File: src/rtl/captura_pkg.sv
// Shared widths and the FIFO entry layout for the count/timer capture block.
package captura_pkg;
  localparam int COUNT_W = 4;
  localparam int TIMER_W = 5;

  typedef struct packed {
    logic [TIMER_W-1:0] timer;
    logic [COUNT_W-1:0] count;
  } entry_t;

  localparam int ENTRY_W = $bits(entry_t);
endpackage

File: src/rtl/fifo_sincrona.sv
// Show-ahead synchronous FIFO of entry_t; push/pop arrive already qualified.
module fifo_sincrona
  import captura_pkg::*;
#(
  parameter int DEPTH = 8
) (
  input  logic   clk,
  input  logic   reset,
  input  logic   clear,
  input  logic   push,
  input  logic   pop,
  input  entry_t din,
  output entry_t head,
  output logic   empty,
  output logic   full
);
  localparam int PTR_W = (DEPTH > 1) ? $clog2(DEPTH) : 1;
  localparam int OCC_W = PTR_W + 1;
  localparam logic [OCC_W-1:0] DEPTH_OCC = OCC_W'(DEPTH);

  entry_t             mem_q [DEPTH];
  logic [PTR_W-1:0]   wr_ptr_q, wr_ptr_d;
  logic [PTR_W-1:0]   rd_ptr_q, rd_ptr_d;
  logic [OCC_W-1:0]   occ_q, occ_d;

  always_comb begin
    wr_ptr_d = wr_ptr_q;
    rd_ptr_d = rd_ptr_q;
    occ_d    = occ_q;
    if (clear) begin
      wr_ptr_d = '0;
      rd_ptr_d = '0;
      occ_d    = '0;
    end else begin
      // Power-of-two depth lets the pointers wrap naturally.
      if (push) wr_ptr_d = wr_ptr_q + 1'b1;
      if (pop)  rd_ptr_d = rd_ptr_q + 1'b1;
      case ({push, pop})
        2'b10:   occ_d = occ_q + 1'b1;
        2'b01:   occ_d = occ_q - 1'b1;
        default: occ_d = occ_q;
      endcase
    end
  end

  always_ff @(posedge clk or posedge reset) begin
    if (reset) begin
      wr_ptr_q <= '0;
      rd_ptr_q <= '0;
      occ_q    <= '0;
    end else begin
      wr_ptr_q <= wr_ptr_d;
      rd_ptr_q <= rd_ptr_d;
      occ_q    <= occ_d;
    end
  end

  // Storage carries no reset; empty entries are masked downstream.
  always_ff @(posedge clk) begin
    if (push && !clear) mem_q[wr_ptr_q] <= din;
  end

  assign head  = mem_q[rd_ptr_q];
  assign empty = (occ_q == '0);
  assign full  = (occ_q == DEPTH_OCC);
endmodule

File: src/rtl/captura_contagem.sv
// Captures {timer,count} into a FIFO whenever count changes; tracks drops.
// Optional macro CAPTURA_OVF_COUNT_EN enables the saturating dropped-event counter.
module captura_contagem
  import captura_pkg::*;
#(
  parameter int DEPTH = 8
) (
  input  logic               clk,
  input  logic               reset,
  input  logic [COUNT_W-1:0] count,
  input  logic [TIMER_W-1:0] timer,
  input  logic               clear,
  input  logic               rd_en,
  output logic [ENTRY_W-1:0] dout,
  output logic               valid,
  output logic               full,
  output logic               overflow,
  output logic [7:0]         ovf_count
);
  logic [COUNT_W-1:0] count_q;
  logic               overflow_q, overflow_d;
  logic               evt, push, pop, drop;
  logic               fifo_empty, fifo_full;
  entry_t             din, head;

  assign evt   = (count != count_q);
  assign valid = !fifo_empty;
  // A pop frees a slot on the same edge, so a full FIFO still accepts the push.
  assign pop   = rd_en && valid && !clear;
  assign push  = evt && (!fifo_full || pop) && !clear;
  assign drop  = evt && fifo_full && !pop && !clear;

  assign din.timer = timer;
  assign din.count = count;

  fifo_sincrona #(.DEPTH(DEPTH)) u_fifo (
    .clk   (clk),
    .reset (reset),
    .clear (clear),
    .push  (push),
    .pop   (pop),
    .din   (din),
    .head  (head),
    .empty (fifo_empty),
    .full  (fifo_full)
  );

  always_comb begin
    overflow_d = overflow_q;
    if (clear)     overflow_d = 1'b0;
    else if (drop) overflow_d = 1'b1;
  end

  always_ff @(posedge clk or posedge reset) begin
    if (reset) begin
      count_q    <= '0;
      overflow_q <= 1'b0;
    end else begin
      count_q    <= count;
      overflow_q <= overflow_d;
    end
  end

`ifdef CAPTURA_OVF_COUNT_EN
  logic [7:0] ovf_cnt_q, ovf_cnt_d;

  always_comb begin
    ovf_cnt_d = ovf_cnt_q;
    if (clear)                           ovf_cnt_d = '0;
    else if (drop && ovf_cnt_q != 8'hFF) ovf_cnt_d = ovf_cnt_q + 8'd1;
  end

  always_ff @(posedge clk or posedge reset) begin
    if (reset) ovf_cnt_q <= '0;
    else       ovf_cnt_q <= ovf_cnt_d;
  end

  assign ovf_count = ovf_cnt_q;
`else
  assign ovf_count = '0;
`endif

  assign dout     = valid ? head : '0;
  assign full     = fifo_full;
  assign overflow = overflow_q;
endmodule

File: config.mk
export PLATFORM = sky130hd
export DESIGN_NAME = captura_contagem
export DESIGN_NICKNAME = d
export VERILOG_FILES = /design/src/rtl/captura_pkg.sv /design/src/rtl/fifo_sincrona.sv /design/src/rtl/captura_contagem.sv
export SDC_FILE = /design/constraint.sdc
export NUM_CORES = 1
export LEC_CHECK = 0
export ABC_CLOCK_PERIOD_IN_PS = 3400
export BUFFER_PORTS_ARGS = -buffer_cell sky130_fd_sc_hd__buf_2
export CAP_MARGIN = 0
export CELL_PAD_IN_SITES_DETAIL_PLACEMENT = 1
export CELL_PAD_IN_SITES_GLOBAL_PLACEMENT = 2
export CORE_UTILIZATION = 46
export CTS_BUF_LIST = sky130_fd_sc_hd__clkbuf_4 sky130_fd_sc_hd__clkbuf_8
export CTS_CLUSTER_DIAMETER = 120
export DETAILED_ROUTE_END_ITERATION = 10
export PLACE_DENSITY_LB_ADDON = 0.2
export SETUP_SLACK_MARGIN = 0.5
export SKIP_LAST_GASP = 1
export SLEW_MARGIN = 15
export SYNTH_ARGS = -nofsm -noshare
export SYNTH_HDL_FRONTEND = slang
export SYNTH_SLANG_ARGS = --single-unit
File: constraint.sdc
create_clock -name clk -period 3.4 [get_ports clk]
set_clock_uncertainty 0.1 [all_clocks]
set_input_delay 0.85 -clock clk [delete_from_list [all_inputs] [get_ports clk]]
set_output_delay 0.85 -clock clk [all_outputs]
set_load 0.05 [all_outputs]
**Word-level counts from Yosys, hierarchy flattened**

Memories as Yosys holds them, arrays and structs flattened.
Index checks and enable logic that the tools add are counted.

- Bits in latches: 0
- Output and inout bits: 20
- Input bits: 13
- Memories kept: 1
- ROM bits: 0
- Word-level logic and storage cells: 43
- Bits in writable memories: 72
- Bits in registers: 15

Memory list:

| name | depth | width | rd ports | clocked after memory_dff | wr ports | RTL line | source |
|---|---|---|---|---|---|---|---|
| u_fifo.mem_q | 8 | 9 | 1 | 0 | 1 | fifo_sincrona.sv:21 | `entry_t mem_q [DEPTH];` |

- Shift operators: 0
- Bitwise gates (word level): 0
- Divide/modulo/power cells: 0
- Order comparisons: 0
- $add $sub $neg: 4
- Multiplexer cells: 11
- Reductions and logical operators: 18
- $mul: 0
- Equality and inequality tests: 4

Operators by type and width:

| cell | count |
|---|---|
| $mux W3 | 4 |
| $mux W9 | 1 |
| $logic_and A1 B1 Y1 | 8 |
| $pmux W4 S2 | 1 |
| $add A3 B1 Y3 const B | 2 |
| $reduce_bool A2 Y1 | 3 |
| $add A4 B1 Y4 const B | 1 |
| $eq A4 B4 Y1 const B | 1 |
| $logic_not A1 Y1 | 4 |
| $logic_not A4 Y1 | 1 |
| $mux W1 | 4 |
| $mux W4 | 1 |
| $ne A4 B4 Y1 | 1 |
| $sub A4 B1 Y4 const B | 1 |
| $reduce_bool A3 Y1 | 1 |
| $eq A2 B1 Y1 const B | 1 |
| $eq A2 B2 Y1 const B | 1 |
| $logic_or A1 B1 Y1 | 1 |

**Depth between registers and ports, before layout**

- Depth after elaboration: 10
- Depth in mapped cells: 9
- Gate-level depth less buffers: 9

**Modules after synthesis**

A second synthesis with hierarchy kept.

- Cells, all modules: 217
- Area, all modules: 3784.9 µm²

Modules (own cells, without submodules):

| module | sequential area each (µm²) | instances | cells each | area each (µm²) |
|---|---|---|---|---|
| fifo_sincrona | 2412.3 | 1 | 180 | 3449.6 |
| captura_contagem | 125.1 | 1 | 37 | 335.3 |

**Worst setup path after synthesis**

No wires, ideal clock.

- Path type: input-to-reg
- Start: input port count[3]
- End: memory u_fifo.mem_q[0][0] (netlist bit), enable pin
- Buffers on the path: 0
- Setup slack: 456 ps
- Library setup time: 399 ps
- Required time: 2901 ps
- Stages: 5
- Data arrival time: 2445 ps
- Cells stage by stage: xnor2_1 -> nand4_4 -> o21ai_2 -> or2_4 -> nor4_1

- Cells in the longest elaborated chain, start to end: 6

RTL lines:

| item | RTL line | source |
|---|---|---|
| start: declaration | captura_contagem.sv:10 | `input logic [COUNT_W-1:0] count,` |
| $ne A4 B4 Y1 | captura_contagem.sv:26 | `assign evt = (count != count_q);` |
| $logic_and A1 B1 Y1 (2 in a row) | captura_contagem.sv:30 | `assign push = evt && (!fifo_full \|\| pop) && !clear;` |
| $logic_and A1 B1 Y1 | fifo_sincrona.sv:60 | `if (push && !clear) mem_q[wr_ptr_q] <= din;` |
| $mux W1 | fifo_sincrona.sv:60 |  |
| $mux W1 (not written as such) | fifo_sincrona.sv:60 |  |
| end: declaration | fifo_sincrona.sv:21 |  |

Every way passes these cells.

**Worst setup path after layout**

- Start: register u_fifo.rd_ptr_q[0]
- End: output port dout[2]

- Cells in the longest elaborated chain, start to end: 2

RTL lines:

| item | RTL line | source |
|---|---|---|
| start: declaration | fifo_sincrona.sv:23 | `logic [PTR_W-1:0] rd_ptr_q, rd_ptr_d;` |
| start signal: assignment | fifo_sincrona.sv:53 | `rd_ptr_q <= rd_ptr_d;` |
| $mem_v2 Z8 W9 | -- |  |
| $mux W9 | captura_contagem.sv:83 | `assign dout = valid ? head : '0;` |
| end: declaration | captura_contagem.sv:14 | `output logic [ENTRY_W-1:0] dout,` |

Every way passes these cells.

==> impl_metrics.toml <==
[floorplan]
die-width_um = 91.9
die_area_um2 = 8450
core.rowCount = 32
design.core.area_um2 = 7770
num_io_pins = 33
die_y_um = 91.9
start_util = 0.479

[global_route]
track_usage = 0.196
grt_max_degree = 17
met3_usage = 0.0456
grt_busiest_layer = "met2"
grtUsageMet1 = 0.257
use_met2 = 0.313
grt_pass1_vias = 2122
grt_pass1_wl_um = 11700
grt_overflow = 0
antenna_found_initial = 0

[clock_network]
worstSkewPairLatency_ns = 0.36
h-tree-depth = 3
hold_buffers = 0
cts_made_buffers = 9
clkTransAtPathRegs_ns = 0.08
cts_tree = "yes"
clockBufferDepth = 2
cts.sinks = 87
clock-root-buffer = "clkbuf_8"

[routing]
ant_nets = 0
drtIter0Drc = 52
via_count = 1983
wl_per_cell_um = 20.8
routed_wl_um = 7560
via_per_inst = 5.46
drc = 0
first_pass_iters = 4

[timing]
hold_viol_final = 0
tns_ns = 0
whs_ns = 0.394
max_freq_mhz = 353
setup_viol = 0
grt_setup_unrepaired = "true"
tightest_slew_ns = 0.943
slew_headroom = 0.369
finalCriticalPeriod_ns = 2.84
fin_crit_sh = 0.834
finalWorstSetupSlack_ns = 0.564
finalMaxSlewViolations = 0

[place]
hpwlAfterDp_um = 4870
placedInstanceArea_um2 = 4030
globalplace.congestion = 0.681
numPlacedInstances = 344
io_buffers = 24
dp_slack_ns = 0.347

[critical_path]
worstSetupPathType = "flop to output pin"
reg2reg_from = "u_fifo.occ_q[0]$_DFFE_PP0P_"
cp-startpoint = "u_fifo.rd_ptr_q[0]$_DFFE_PP0P_"
crit_path_end_kind = "output pin"
path_max_fanout = 6
cp.required_ns = 2.45
cp.arrival_ns = 1.89
critPathLaunchType = "flop"

[logic_synthesis]
yosysWarningCount = 0
yosysUniqueCellTypes = 38
ys_seq_elements = 87
avgSynthCellArea_um2 = 17.5
synthMuxAreaShare = 0.150
synth_fa_ha_area_frac = 0.0188
yosys.area_share.simple = 0.0730
syn_area_um2 = 3720
synth_compound_area_frac = 0.0209
synth_top_family_by_area = "multiplexers"
ys_seq_area_frac = 0.682
synth_cells = 212
synth_xor_area_frac = 0.0188

[finish]
drive_above_1_share = 0.368
fin_area_um2 = 4390
area_growth_pct = 18.0
diodes = 0
fin_cells = 363
layout.nets = 274

[run_status]
status = "completed"

[job]
cap_violations = 0

[hold_path]
holdCritPathClass = "flop to flop"
worstHoldStart = "overflow$_DFFE_PP0P_"

[power_and_ir_drop]
power_density_nw_per_um2 = 744
ir_drop_uv = 343
p_leak_nw = 1.57
[sequential cells by signal, summed over array words and instances (netlist names)]
register         cells
count_q              4
u_fifo.occ_q         4
u_fifo.wr_ptr_q      3
u_fifo.rd_ptr_q      3
overflow             1
u_fifo.mem_q        72
[routing by layer]
metal,vias up,share of wire
met1,1039,0.45
met3,11,0.032
li1,886,-
met2,47,0.50
met5,-,0
met4,0,0.022
[power breakdown]
part / switching [mW] / total, mW / leakage, nW / internal, mW
Sequential: 0.0736 / 1.29 / 0.846 / 1.22
Clock: 0.377 / 0.879 / 0.121 / 0.502
Combinational: 0.626 / 1.09 / 0.599 / 0.467
Total: 1.08 / 3.26 / 1.57 / 2.19
[cells by family (layout without fill, tap and decap cells)]
family	after synthesis	in the layout
mux	32	32
other cells	1	8
simple gates	45	45
buf+inv	22	64
compound gates	12	12
fa+ha+maj	5	5
flops	87	87
xor+xnor	8	8
[per-stage QoR]
stage	utilization	power (mW)
finish	0.565	3.26
detailed placement	0.518	2.27
global placement	0.518	2.26
global route	0.565	3.40
floorplan	-	2.05
CTS	0.552	3.16
[Yosys cell counts (all sizes together)]
cell    number  area [um^2]
nand4        1         21.3
inv          5         18.8
o211ai       2         15.0
a21o         1         7.51
nand3b       1         7.51
conb         1         3.75
nor2        24         92.6
a31oi        2         12.5
nor4b        4         47.6
fa           1         20.0
xnor2        5         43.8
mux2i       14          153
mux4        18          405
a21oi        3         15.0
nor4         5         46.3
clkbuf       5         20.0
or3          1         6.26
o21ai        4         27.5
buf         12         91.3
nor2b        1         6.26
nor3         1         10.0
dfrtp       15          375
xor2         3         26.3
nand2        6         25.0
edfxtp      72         2160
ha           4         50.1
or2          1         8.76
[worst paths after layout]
check	cells past startpoint	slack (ns)	to
min reg2reg	2	0.39	overflow$_DFFE_PP0P_
min	2	0.39	overflow$_DFFE_PP0P_
max	5	0.56	dout[2]
max reg2reg	9	0.97	u_fifo.occ_q[3]$_DFFE_PP0P_
max in group asynchronous	2	2.29	u_fifo.rd_ptr_q[1]$_DFFE_PP0P_
min in group asynchronous	2	0.46	count_q[0]$_DFF_PP0_
[cells in the final DEF, fill, tap and decap left out, types with 3 or more instances in the layout]
master / synthesis / final
buf_2: 1 / 16
a21oi_1: 3 / 3
conb_1: 1 / 8
inv_1: 3 / 3
clkbuf_8: 0 / 9
nor4b_2: 2 / 4
edfxtp_1: 72 / 72
xnor2_1: 5 / 5
bufinv_16: 0 / 3
nand2_1: 5 / 5
buf_4: 10 / 17
ha_1: 4 / 4
dfrtp_1: 15 / 13
mux4_2: 18 / 18
xor2_1: 3 / 3
nor2_1: 23 / 23
mux2i_1: 13 / 13
buf_6: 1 / 7
[layout make-up]
| class | instances | area (um^2) |
|---|---|---|
| Clock buffer | 10 | 131 |
| Clock inverter | 6 | 115 |
| Fill cell | 725 | 3380 |
| Inverter | 5 | 18.8 |
| Multi-Input combinational cell | 110 | 1100 |
| Sequential cell | 87 | 2540 |
| Tap cell | 102 | 128 |
| Timing Repair Buffer | 43 | 352 |
[critical path, cell delays in order (launching register included)]
cell	delay (ns)
dfrtp_2	0.47
buf_12	0.16
mux4_2	0.50
mux2i_1	0.17
nor2_1	0.08
buf_6	0.15
[what timing repair did]
| action | in CTS | in global routing |
|---|---|---|
| setup buffers | 1 | 1 |
| pin swaps | 1 | 0 |
| setup endpoints to repair | 9 | 8 |
| cloned | 0 | 1 |
| resized for setup | 2 | 29 |
Power figures use the tool's default switching activity.
